File: src/rtl/load_align_writeback_pkg.sv
// Shared types for the load-return unit: sizes, FSM states, request bundle.
// Also holds the funct3 legality and size helpers used by the FSM.
package load_align_writeback_pkg;

  localparam int ADDR_MAX = 64;

  typedef enum logic [1:0] {
    SZ_B,
    SZ_H,
    SZ_W,
    SZ_D
  } load_size_e;

  typedef enum logic [1:0] {
    IDLE,
    RD0,
    RD1,
    RESP
  } lau_state_e;

  typedef struct packed {
    logic [ADDR_MAX-1:0] addr;
    logic [2:0]          funct3;
    logic [4:0]          rd;
  } lau_req_t;

  function automatic logic illegal_funct3(
    input logic [2:0] f3,
    input logic       wide
  );
    if (wide)
      return f3 == 3'b111;
    return (f3 == 3'b011) || (f3[2:1] == 2'b11);
  endfunction

  function automatic logic [3:0] size_bytes(
    input load_size_e sz
  );
    return 4'd1 << sz;
  endfunction

endpackage

File: src/rtl/load_align_writeback_if.sv
// Request, data-memory and writeback signals of the load-return unit.
// slave is the unit's view, master is the surrounding pipeline/memory.
interface load_align_writeback_if #(
  parameter int XLEN = 32
);

  logic            req_valid;
  logic            req_ready;
  logic [XLEN-1:0] req_addr;
  logic [2:0]      req_funct3;
  logic [4:0]      req_rd;

  logic            dmem_read;
  logic [XLEN-1:0] dmem_addr;
  logic [XLEN-1:0] dmem_rdata;
  logic            dmem_resp;

  logic            rsp_valid;
  logic            rsp_ready;
  logic [XLEN-1:0] rsp_data;
  logic [4:0]      rsp_rd;
  logic            rsp_fault;

  modport slave (
    input  req_valid, req_addr, req_funct3, req_rd,
    output req_ready,
    output dmem_read, dmem_addr,
    input  dmem_rdata, dmem_resp,
    output rsp_valid, rsp_data, rsp_rd, rsp_fault,
    input  rsp_ready
  );

  modport master (
    output req_valid, req_addr, req_funct3, req_rd,
    input  req_ready,
    input  dmem_read, dmem_addr,
    output dmem_rdata, dmem_resp,
    input  rsp_valid, rsp_data, rsp_rd, rsp_fault,
    output rsp_ready
  );

endinterface

File: src/rtl/load_align_writeback_extract.sv
// Merges the two dmem words, shifts the addressed bytes down
// and sign/zero-extends them to XLEN.
module load_extract
  import load_align_writeback_pkg::*;
#(
  parameter int XLEN = 32
) (
  input  logic [XLEN-1:0]              word0,
  input  logic [XLEN-1:0]              word1,
  input  logic [$clog2(XLEN/8)-1:0]    off,
  input  logic [2:0]                   funct3,
  output logic [XLEN-1:0]              data
);

  localparam int IW = $clog2(XLEN);

  load_size_e      sz;
  logic [XLEN-1:0] lo;
  logic [XLEN-1:0] hi_mask;
  logic [6:0]      nbits;
  logic [IW-1:0]   sidx;
  logic            fill;

  // A full-width load shifts the mask out entirely, leaving no fill.
  always_comb begin
    sz      = load_size_e'(funct3[1:0]);
    lo      = XLEN'({word1, word0} >> {off, 3'b000});
    nbits   = 7'd8 << sz;
    hi_mask = {XLEN{1'b1}} << nbits;
    sidx    = IW'(nbits - 7'd1);
    fill    = ~funct3[2] & lo[sidx];
    data    = (lo & ~hi_mask) | (fill ? hi_mask : '0);
  end

endmodule

File: src/rtl/load_align_writeback.sv
// Load-return unit: one or two aligned dmem reads per load,
// then merge/extend and hand the result to the register-file write port.
module load_align_writeback
  import load_align_writeback_pkg::*;
#(
  parameter int XLEN           = 32,
  parameter bit ALLOW_MISALIGN = 1'b1
) (
  input  logic                  clk,
  input  logic                  rst,
  load_align_writeback_if.slave bus
);

  localparam int NB   = XLEN / 8;
  localparam int OFFW = $clog2(NB);
  localparam logic [XLEN-1:0] ALIGN = ~XLEN'(NB - 1);

  lau_state_e      state;
  lau_state_e      state_nx;
  lau_req_t        req;
  logic [XLEN-1:0] word0;
  logic [XLEN-1:0] word1;
  logic [XLEN-1:0] base;
  logic [XLEN-1:0] result;
  logic            fault;
  logic            in_split;
  logic            in_bad;
  logic            req_split;

  // Extra top bit keeps off+size from wrapping at the word edge.
  function automatic logic crosses(
    input logic [OFFW-1:0] off,
    input logic [2:0]      f3
  );
    return ({1'b0, 4'(off)} +
            {1'b0, size_bytes(load_size_e'(f3[1:0]))}) > 5'(NB);
  endfunction

  assign in_split  = crosses(bus.req_addr[OFFW-1:0], bus.req_funct3);
  assign in_bad    = illegal_funct3(bus.req_funct3, XLEN == 64) ||
                     (in_split && !ALLOW_MISALIGN);
  assign req_split = crosses(req.addr[OFFW-1:0], req.funct3);
  assign base      = req.addr[XLEN-1:0] & ALIGN;

  load_extract #(
    .XLEN (XLEN)
  ) u_extract (
    .word0  (word0),
    .word1  (word1),
    .off    (req.addr[OFFW-1:0]),
    .funct3 (req.funct3),
    .data   (result)
  );

  always_ff @(posedge clk or negedge rst) begin
    if (!rst)
      state <= IDLE;
    else
      state <= state_nx;
  end

  always_comb begin
    state_nx      = state;
    bus.req_ready = 1'b0;
    bus.dmem_read = 1'b0;
    bus.dmem_addr = '0;
    bus.rsp_valid = 1'b0;
    bus.rsp_data  = '0;
    bus.rsp_rd    = '0;
    bus.rsp_fault = 1'b0;
    unique case (state)
      IDLE: begin
        bus.req_ready = 1'b1;
        if (bus.req_valid)
          state_nx = in_bad ? RESP : RD0;
      end
      RD0: begin
        bus.dmem_read = 1'b1;
        bus.dmem_addr = base;
        if (bus.dmem_resp)
          state_nx = req_split ? RD1 : RESP;
      end
      RD1: begin
        bus.dmem_read = 1'b1;
        bus.dmem_addr = base + XLEN'(NB);
        if (bus.dmem_resp)
          state_nx = RESP;
      end
      RESP: begin
        bus.rsp_valid = 1'b1;
        bus.rsp_data  = fault ? '0 : result;
        bus.rsp_rd    = req.rd;
        bus.rsp_fault = fault;
        if (bus.rsp_ready)
          state_nx = IDLE;
      end
      default: state_nx = IDLE;
    endcase
  end

  always_ff @(posedge clk or negedge rst) begin
    if (!rst) begin
      req   <= '0;
      word0 <= '0;
      word1 <= '0;
      fault <= 1'b0;
    end else begin
      if (state == IDLE && bus.req_valid) begin
        req.addr   <= ADDR_MAX'(bus.req_addr);
        req.funct3 <= bus.req_funct3;
        req.rd     <= bus.req_rd;
        fault      <= in_bad;
        word1      <= '0;
      end
      if (state == RD0 && bus.dmem_resp)
        word0 <= bus.dmem_rdata;
      if (state == RD1 && bus.dmem_resp)
        word1 <= bus.dmem_rdata;
    end
  end

endmodule
File: src/flat_wrapper.sv
// flat-port wrapper written by rule: the top's interface ports become plain ports
module load_align_writeback_flat import load_align_writeback_pkg::*;
#(
  parameter int XLEN           = 32,
  parameter bit ALLOW_MISALIGN = 1'b1
)
  (clk, rst, bus_req_valid, bus_req_addr, bus_req_funct3, bus_req_rd, bus_req_ready, bus_dmem_read, bus_dmem_addr, bus_dmem_rdata, bus_dmem_resp, bus_rsp_valid, bus_rsp_data, bus_rsp_rd, bus_rsp_fault, bus_rsp_ready);
  load_align_writeback_if #(.XLEN(XLEN)) bus_i ();
  input  logic clk;
  input  logic rst;
  input wire logic [$bits(bus_i.req_valid)-1:0] bus_req_valid;
  input wire logic [$bits(bus_i.req_addr)-1:0] bus_req_addr;
  input wire logic [$bits(bus_i.req_funct3)-1:0] bus_req_funct3;
  input wire logic [$bits(bus_i.req_rd)-1:0] bus_req_rd;
  output wire logic [$bits(bus_i.req_ready)-1:0] bus_req_ready;
  output wire logic [$bits(bus_i.dmem_read)-1:0] bus_dmem_read;
  output wire logic [$bits(bus_i.dmem_addr)-1:0] bus_dmem_addr;
  input wire logic [$bits(bus_i.dmem_rdata)-1:0] bus_dmem_rdata;
  input wire logic [$bits(bus_i.dmem_resp)-1:0] bus_dmem_resp;
  output wire logic [$bits(bus_i.rsp_valid)-1:0] bus_rsp_valid;
  output wire logic [$bits(bus_i.rsp_data)-1:0] bus_rsp_data;
  output wire logic [$bits(bus_i.rsp_rd)-1:0] bus_rsp_rd;
  output wire logic [$bits(bus_i.rsp_fault)-1:0] bus_rsp_fault;
  input wire logic [$bits(bus_i.rsp_ready)-1:0] bus_rsp_ready;
  assign bus_i.req_valid = bus_req_valid;
  assign bus_i.req_addr = bus_req_addr;
  assign bus_i.req_funct3 = bus_req_funct3;
  assign bus_i.req_rd = bus_req_rd;
  assign bus_req_ready = bus_i.req_ready;
  assign bus_dmem_read = bus_i.dmem_read;
  assign bus_dmem_addr = bus_i.dmem_addr;
  assign bus_i.dmem_rdata = bus_dmem_rdata;
  assign bus_i.dmem_resp = bus_dmem_resp;
  assign bus_rsp_valid = bus_i.rsp_valid;
  assign bus_rsp_data = bus_i.rsp_data;
  assign bus_rsp_rd = bus_i.rsp_rd;
  assign bus_rsp_fault = bus_i.rsp_fault;
  assign bus_i.rsp_ready = bus_rsp_ready;
  load_align_writeback #(.XLEN(XLEN), .ALLOW_MISALIGN(ALLOW_MISALIGN)) u_core (.clk(clk), .rst(rst), .bus(bus_i));
endmodule
File: config.mk
export PLATFORM = sky130hd
export DESIGN_NAME = load_align_writeback_flat
export DESIGN_NICKNAME = d
export VERILOG_FILES = /design/src/rtl/load_align_writeback_pkg.sv /design/src/rtl/load_align_writeback_if.sv /design/src/rtl/load_align_writeback_extract.sv /design/src/rtl/load_align_writeback.sv /design/src/flat_wrapper.sv
export SDC_FILE = /design/constraint.sdc
export NUM_CORES = 1
export LEC_CHECK = 0
export BUFFER_PORTS_ARGS = -buffer_cell sky130_fd_sc_hd__buf_2
export CAP_MARGIN = 15
export CORE_MARGIN = 2
export CORE_UTILIZATION = 38
export DETAILED_ROUTE_END_ITERATION = 8
export PLACE_DENSITY_LB_ADDON = 0.12
export SLEW_MARGIN = 20
export SYNTH_ARGS = -nofsm -noshare
export SYNTH_HDL_FRONTEND = slang
export SYNTH_SLANG_ARGS = --single-unit
export TNS_END_PERCENT = 30
File: constraint.sdc
create_clock -name clk -period 2.2 [get_ports clk]
set_clock_uncertainty 0.15 [all_clocks]
set_input_delay 0.33 -clock clk [delete_from_list [all_inputs] [get_ports clk]]
set_output_delay 0.33 -clock clk [all_outputs]
set_load 0.02 [all_outputs]
Word-level counts from Yosys, hierarchy flattened:

Index checks and enable logic that the tools add are counted.

* register bits after elaboration: 107
* bits in latches: 0
* RAM bits: 0
* bits in read-only memories: 0
* input bits: 77
* word-level logic and storage cells: 58
* memories kept: 0

* $add $sub $neg: 3
* $mul: 0
* div/mod/pow operators: 0
* $lt $le $gt $ge: 2
* eq/ne operators: 9
* shifts and indexed selects: 4
* mux-type cells: 20
* bitwise operators: 5
* reductions and logical operators: 8

Operators with widths (number)
* $mux 32: 5
* $pmux 32 s2: 1
* $shr 64x5->32: 1
* $add 32x3->32 const B: 1
* $and 32x32->32: 1
* $not 32->32: 1
* $or 32x32->32: 1
* $shl 32x7->32 const A: 1
* $mux 2: 5
* $ne 2x2->1 const B: 4
* $pmux 2 s4: 1
* $shl 4x2->7 const A: 1
* $eq 2x2->1 const B: 3
* $lt 5x6->1 const B: 1
* $mux 1: 6
* $add 2x4->5: 1
* $bmux 1 s5: 1
* $gt 5x3->1 const B: 1
* $mux 5: 1
* $sub 5x1->5 const B: 1
* $reduce_and 4->1: 1
* $shl 1x2->4 const A: 1
* $eq 3x2->1 const B: 1
* $logic_and 1x1->1: 3
* other kinds (7): 7

Longest topological paths before layout:

Gate-level depths: netlist (run 1).

* word-level depth: 9
* depth in mapped cells: 9

By module:

Synthesis (run 1) repeated with hierarchy kept, for this count alone.

* cells, all modules: 592
* area total of the unflattened synthesis: 6567.5 um^2

By module, submodules not included
* load_align_writeback: times used 1, cells each 491, area an instance 5449.0 um^2
* load_extract: times used 1, cells each 101, area an instance 1118.6 um^2

Least setup slack after synthesis (run 1):

Ideal clock, no wire load.

* path type: reg-to-output
* start: register u_core.state[0]
* end: output bus_dmem_addr[26]
* data arrival time: 2.248 ns
* required time: 1.720 ns
* slack: -0.528 ns
* stages on the path, launching flop included: 8
* path through: dfrtp_1 -> inv_1 -> ha_1 -> clkbuf_1 -> nand2_1 -> clkbuf_1 -> clkbuf_1 -> o41ai_1

* cells in the longest elaborated chain, start to end: 2
* elaborated cells on any way between the ends: 3
* those cells by class: eq/ne (2); mux (1)

RTL lines
* start: declaration: line load_align_writeback.sv:18 `lau_state_e state;`
* start signal: assignment: line load_align_writeback.sv:59 `state <= state_nx;`
* $eq 2x2->1 / $eq 2x1->1 (equally long branches): line load_align_writeback.sv:71 `unique case (state)`
* $pmux 32 s2 (*): line load_align_writeback.sv:71
* end: declaration: line flat_wrapper.sv:17 `output wire logic [$bits(bus_i.dmem_addr)-1:0] bus_dmem_addr;`

Mark *: on every way between the ends. The rest lies on a longest branch, timed or not.

Final worst setup path (run 1):

* start: register u_core.req[9] (netlist bit)
* end: output bus_rsp_data[25]

* cells in the longest elaborated chain, start to end: 8
* elaborated cells on any way between the ends: 9
* those cells by class: shift (1); mux (5); bitwise (3)

RTL lines
* start: declaration: line load_align_writeback.sv:20 `lau_req_t req;`
* $shr 64x5->32 (*): line load_align_writeback_extract.sv:27 `lo = XLEN'({word1, word0} >> {off, 3'b000});`
* $bmux 1 s5: line load_align_writeback_extract.sv:31 `fill = ~funct3[2] & lo[sidx];`
* $mux 1 (implied by the code): line load_align_writeback_extract.sv:31
* $and 1x1->1: line load_align_writeback_extract.sv:31
* $mux 32: line load_align_writeback_extract.sv:32 `data = (lo & ~hi_mask) | (fill ? hi_mask : '0);`
* $or 32x32->32 (*): line load_align_writeback_extract.sv:32
* $mux 32 (*): line load_align_writeback.sv:91 `bus.rsp_data = fault ? '0 : result;`
* $mux 32 (*): line load_align_writeback.sv:71
* end: declaration: line flat_wrapper.sv:21 `output wire logic [$bits(bus_i.rsp_data)-1:0] bus_rsp_data;`

Mark *: on every way between the ends. The rest lies on a longest branch, timed or not. The select of a mux whose other input is x is not followed.

==> results of run 1 <==
## synth_stat cells, drive strengths merged (5+ instances only)
cell	instances	share of area
a31oi	5	0.0051
nand2b	7	0.0072
nor2	13	0.0080
nand4	11	0.019
a22o	24	0.035
nor2b	8	0.0082
clkbuf	17	0.011
o211ai	6	0.0074
ha	7	0.014
buf	27	0.025
and2	10	0.010
mux2	73	0.14
and4	6	0.0086
inv	30	0.019
o21a	10	0.012
o311ai	7	0.010
nand2	28	0.017
mux4	32	0.12
or4	9	0.012
dfrtp	99	0.41
a21oi	10	0.0082
o21ai	33	0.027
nand3	18	0.016
## placed cells by master, fill, tap and decap left out, types with 6 or more instances in the layout
master and instances:
buf_4 108, buf_2 106, dfrtp_1 97, mux2_2 73, mux4_2 32, buf_6 30
inv_1 28, a22o_1 24, nand2_1 22, nor2_1 13, nand3_1 13, o21ai_1 9
o21ai_2 9, o21a_1 9, o21ai_0 9, clkbuf_16 9, and2_1 8, a21oi_1 8
nor2b_1 8, nand4_1 8, o211ai_1 6, o21ai_4 6, buf_12 6
## per-stage QoR
step / hold slack, ps / power [W] / utilization / TNS (ps)
after global placement: 280 / 0.0114 / 0.492 / -990
after detailed placement: 285 / 0.0116 / 0.492 / -1590
after CTS: 37.0 / 0.0141 / 0.539 / -19420
after floorplan: -116 / 0.00872 / - / -1950
final: 50.8 / 0.0143 / 0.550 / -16860
after global routing: 33.3 / 0.0153 / 0.550 / -22750
## how the worst max path moves through the flow
stage / start / endpoint / slack, ps
after floorplan: u_core.state[1] / bus_rsp_data[21] / -130
after detailed placement: u_core.state[1] / bus_dmem_addr[14] / -120
final: u_core.req[9] / bus_rsp_data[25] / -430
after CTS: u_core.req[8] / bus_rsp_data[26] / -460
after global placement: u_core.state[0] / bus_dmem_addr[14] / -100
after global routing: u_core.base[15] / bus_dmem_addr[31] / -490
## critical path, delay by kind of cell (launching register included)
family | cells | cell delay [ps]
buffers and inverters | 1 | 140
AND/OR/NAND/NOR | 1 | 580
flip-flops | 1 | 440
AO/OA/AOI/OAI | 1 | 130
multiplexers | 2 | 500
## where the power goes
group	internal [W]	switching (W)
clock network	0.000807	0.000708
registers	0.00276	0.000811
logic	0.00473	0.00450
total	0.00830	0.00602
## final cells by class
class	count	area (µm²)	area share
Antenna cell	1	2.50	0.000288
Clock buffer	13	250	0.0288
Clock inverter	3	22.5	0.00259
Inverter	30	113	0.0130
Multi-Input combinational cell	364	3720	0.428
Sequential cell	99	2480	0.286
Tap cell	216	270	0.0311
Timing Repair Buffer	252	1820	0.210
## what timing repair did
item	CTS	global route
gates resized for setup	131	33
endpoints found under the setup margin	63	63
cloned	1	0
endpoints found under the hold margin	99	0
pin swaps	7	4
buffers inserted	11	4
hold buffers	1	0
## sequential cells by signal, summed over array words and instances, names as in the netlist
register and flops:
u_core.state 2, u_core.word0 32, u_core.word1 24, u_core.req 10, u_core.base 30, u_core.fault 1
## kinds of logic after synthesis
family	Yosys count	share of synthesized area
and+or+nand+nor	124	0.120
buffers and inverters	74	0.0542
DFF	99	0.408
other	1	0.000617
adders and majority gates	8	0.0177
muxes	107	0.257
xor gates and xnor gates	3	0.00433
AOI/OAI and AO/OA	119	0.138
## routing by layer
metal,wire [µm],global-route usage,vias up
met5,0,0,-
met4,446,0.0701,0
met3,1090,0.0582,28
met2,9050,0.367,177
met1,7750,0.278,2633
li1,-,-,2464
==> run metrics, run 1 <==
CTS tree done; I/O Pins 150; PortBufs 147; Via density 5.42; initial core utilization 0.385; Data arrival, critical path 2150 ps; die span in y 130 µm; final critical-path share of the clock period 1.19; Core Area 0.0158 mm²; slew margin rel. 0.611; fin. max-slew vios 0; crit end category output port; FP Rows 46; worst path required time 1720 ps; VDD IR max 0.000701 V; Max-Cap Viols 0; GRT Total Usage 0.219; Root Buffer clkbuf_16; post-synthesis cell type count 57; pre-CTS worst setup slack -119 ps; # DRC 0; die area 0.0170 mm²; layout cells sized above 1 0.582; failing checks setup timing; R2R depth 9; Worst Setup Start Kind flip-flop; kind of critical path reg -> out; measured slew at the worst slew-check pin 583 ps; Skew-Pair Late Insertion Delay 350 ps; Inst Count DP 944; Hold Path Origin bus_dmem_rdata[31]; Layout Cell Area excl Fill 0.00868 mm²; area delta synth->final 42.9%; yosys warns 0; clk slew on worst S/H paths 70 ps; Synth async-reset ratio 1.00; Critical Path Fanout Max 8; CTS buffer count 9; Longest Clk Path Bufs 2; CP max-delay cell or4_4; r2r setup slk 40 ps; RR Endpoint u_core.state[0]; Cells on Worst Hold Path 2; cells after synthesis 535; Antenna Nets Post-Route 0; slowest stage delay, CP 580 ps; status finished, violations left; Syn Area/Cell 11.4 µm²; Detailed Routing Iterations Pass 1 4; leakage 3.97 nW; Max Clk Rate 0.381 GHz; initial DRC count 260; placed cell area 0.00775 mm²; Hold Vio Cnt, Final 0; #FFs+latches synth 99; Nets 841; first-pass GRT wire length 28.5 mm; RSZ-0062 raised after global routing true; largest net degree at the start of global routing 100; Top FF cell, synth dfrtp_1; htree depth 3; TritonCTS Sinks 99; Netlist Area Pre-Place 0.00608 mm²; Placer Congestion 0.842; via count 5,302; vias in the first global route 5,347; non-filler instance count after layout 978; pwr dens 1650 mW/mm²; fillers 1,441; DP Wirelength 12.5 mm; EDFF count, synth 0; final wirelength 18.3 mm; die width 130 µm; Remaining Overflow, GRT 0; final critical-path required period 2630 ps; routed length per instance 18.7 µm; initial antenna violation count 1; hold endpoint u_core.word0[31]; Seq/Total Area, Yosys 0.408; setup violators final 62; Hold WC Path Type in -> reg; Worst Slack Setup Final -426 ps; reg2reg start u_core.req[8]; critical path, cell by cell mux4_2 > mux2i_4 > or4_4 > o21ai_2 > buf_6
No activity file was read; power rests on OpenSTA's default activity.
==> inputs of run 2 (changes only) <==
Settings changed: CTS_BUF_LIST set to sky130_fd_sc_hd__clkbuf_16.
==> run 2 against run 1 <==
  * The run still ends with setup timing left
  * Sequential share of layout area down 0.85 points
  * Clock power down 3%
  * First-iteration DRC count up 14%
  * Routed wire length up 2.5%
  * Setup slack better by 2.0 ps
  * Non-clock buffer count up 3
  * Global-route usage up 0.51 points
  * Cell area up 3.1%
  * Count of clock-buffer cells in the layout down 4
  * Register-to-register slack better by 50 ps
  * Critical path type unchanged
  * Critical endpoint unchanged
  * Largest cell class unchanged
==> run metrics, run 2 (synthesized netlist as in run 1, its figures left out) <==
Clk network pwr share 0.099 (was 0.106); status finished, violations left (unchanged); max reg flops 32 (unchanged); pwr dens 1660 mW/mm² (was 1650 mW/mm²); layout cells sized above 1 0.603 (was 0.582); area delta synth->final 47.2% (was 42.9%); fin. max-slew vios 0 (unchanged); sequential cell area 0.00248 mm² (unchanged); Placer Congestion 0.842 (unchanged); failing checks setup timing (unchanged); PortBufs 147 (unchanged); slew margin rel. 0.611 (about the same); sw frac 0.423 (was 0.421); via count 5,358 (was 5,302); Skew-Pair Late Insertion Delay 350 ps (about the same); GRT Total Usage 0.224 (was 0.219); DP Wirelength 12.5 mm (unchanged); clk slew on worst S/H paths 70 ps (about the same); die area 0.0170 mm² (unchanged); kind of critical path reg -> out (unchanged); initial antenna violation count 1 (unchanged); setup violators final 62 (unchanged); Nets 845 (was 841); worst path required time 1720 ps (about the same); Logic pwr share 0.660 (was 0.645); Longest Clk Path Bufs 2 (unchanged); I/O Pins 150 (unchanged); htree depth 3 (unchanged); commonest cells after routing, fill and taps aside 104 x buf_4, 97 x dfrtp_1, 94 x buf_2, 73 x mux2_2, 49 x buf_6 (was 108 x buf_4, 106 x buf_2, 97 x dfrtp_1, 73 x mux2_2, 32 x mux4_2); setup TNS -16,810 ps (was -16,860 ps); Root Buffer clkbuf_16 (unchanged); final critical-path share of the clock period 1.19 (about the same); Antenna Nets Post-Route 0 (unchanged); Most flops, register u_core.word0 (unchanged); initial core utilization 0.385 (unchanged); measured slew at the worst slew-check pin 584 ps (was 583 ps); leakage 4.04 nW (was 3.97 nW); first-pass GRT wire length 29.2 mm (was 28.5 mm); Critical Path Fanout Max 8 (unchanged); Psw 0.00628 W (was 0.00602 W); TritonCTS Sinks 99 (unchanged); Reg power frac 0.241 (was 0.249); Hold Vio Cnt, Final 0 (unchanged); Via density 5.46 (was 5.42); final wirelength 18.8 mm (was 18.3 mm); Worst Setup Start Kind flip-flop (unchanged); Remaining Overflow, GRT 0 (unchanged); most common cell after layout, fill and taps aside buf_4 (unchanged); initial DRC count 296 (was 260); Max Clk Rate 0.381 GHz (about the same); final critical-path required period 2620 ps (was 2630 ps); # DRC 0 (unchanged); VDD IR max 0.000706 V (was 0.000701 V); Hold Worst Slack 50.5 ps (was 50.8 ps); Max-Cap Viols 0 (unchanged); RSZ-0062 raised after global routing true (unchanged); fillers 1,405 (was 1,441); largest net degree at the start of global routing 100 (unchanged); FP Rows 46 (unchanged); die span in y 130 µm (unchanged); footprint of the multi-input gates 0.00387 mm² (was 0.00372 mm²); Detailed Routing Iterations Pass 1 5 (was 4); Data arrival, critical path 2140 ps (was 2150 ps); vias in the first global route 5,401 (was 5,347); routed length per instance 19.1 µm (was 18.7 µm); CTS buffer count 9 (unchanged); Core Area 0.0158 mm² (unchanged); crit end category output port (unchanged); internal power 0.00858 W (was 0.00830 W); Hold WC Path Type in -> reg (unchanged); die width 130 µm (unchanged); Worst Slack Setup Final -424 ps (was -426 ps); CTS tree done (unchanged)
[run 2: changes by cell type in the layout (fill, tap and decap cells not counted), sizes merged]
cell      change
buf           +3
clkbuf        -4
clkinv        +1
clkinvlp      +1
inv           +2
nand4         +1
[run 2: area by class of cell]
| type | instances | share of cell area |
|---|---|---|
| tap | 216 | 0.0302 |
| timing repair buffer | 255 | 0.218 |
| multi-input combinational | 365 | 0.432 |
| clock inverter | 7 | 0.00420 |
| inverter | 30 | 0.0130 |
| antenna | 1 | 0.000280 |
| clock buffer | 9 | 0.0252 |
| sequential | 99 | 0.277 |
[run 2: critical path, stage by stage (launching register included)]
cell	delay, ps
dfrtp_2	440
mux4_2	400
mux2i_4	90
or4_4	580
o21ai_2	130
buf_6	140
[run 2: power by group through the flow]
stage | Combinational (W) | Clock (W) | Sequential, W
floorplan | 0.00531 | 0 | 0.00341
global placement | 0.00795 | 0 | 0.00346
detailed placement | 0.00806 | 0 | 0.00353
CTS | 0.00923 | 0.00153 | 0.00354
global route | 0.0105 | 0.00162 | 0.00369
finish | 0.00981 | 0.00147 | 0.00358
[run 2: worst paths after layout]
kind / start / end / slack, ps / cells after the start
setup / recovery: u_core.req[9] / bus_rsp_data[25] / -420 / 5
hold / removal: bus_dmem_rdata[31] / u_core.word0[31] / 50 / 2
setup reg to reg: u_core.req[8] / u_core.state[0] / 90 / 9
hold reg to reg: u_core.word1[18] / u_core.word1[18] / 350 / 1
max in group asynchronous: rst / u_core.req[9] / 990 / 3
min in group asynchronous: rst / u_core.base[9] / 400 / 3
[run 2: timing repair]
action | in CTS | in global routing
endpoints found under the setup margin | 63 | 63
gates cloned | 2 | 0
setup buffers | 15 | 3
gates resized for setup | 159 | 64
hold buffers | 1 | 0
pin swaps | 15 | 7
hold endpoints to repair | 99 | 0
[run 2: stage by stage]
| step | area [µm²] | cells | worst slack, ps | util | power, W |
|---|---|---|---|---|---|
| 2_1_floorplan | 6240 | 536 | -132 | - | 0.00872 |
| 3_3_place_gp | 7750 | 944 | -95.4 | 0.492 | 0.0114 |
| 3_5_place_dp | 7750 | 944 | -119 | 0.492 | 0.0116 |
| 4_1_cts | 8650 | 978 | -461 | 0.549 | 0.0143 |
| 5_1_grt | 8940 | 981 | -488 | 0.567 | 0.0158 |
| 6_report | 8950 | 982 | -424 | 0.567 | 0.0149 |
[run 2: per-layer routing]
layer / vias up / share of wire / GRT usage
met3: 28 / 0.063 / 0.0594
li1: 2479 / - / -
met2: 165 / 0.49 / 0.377
met5: - / 0 / 0
met1: 2686 / 0.42 / 0.284
met4: 0 / 0.024 / 0.0720
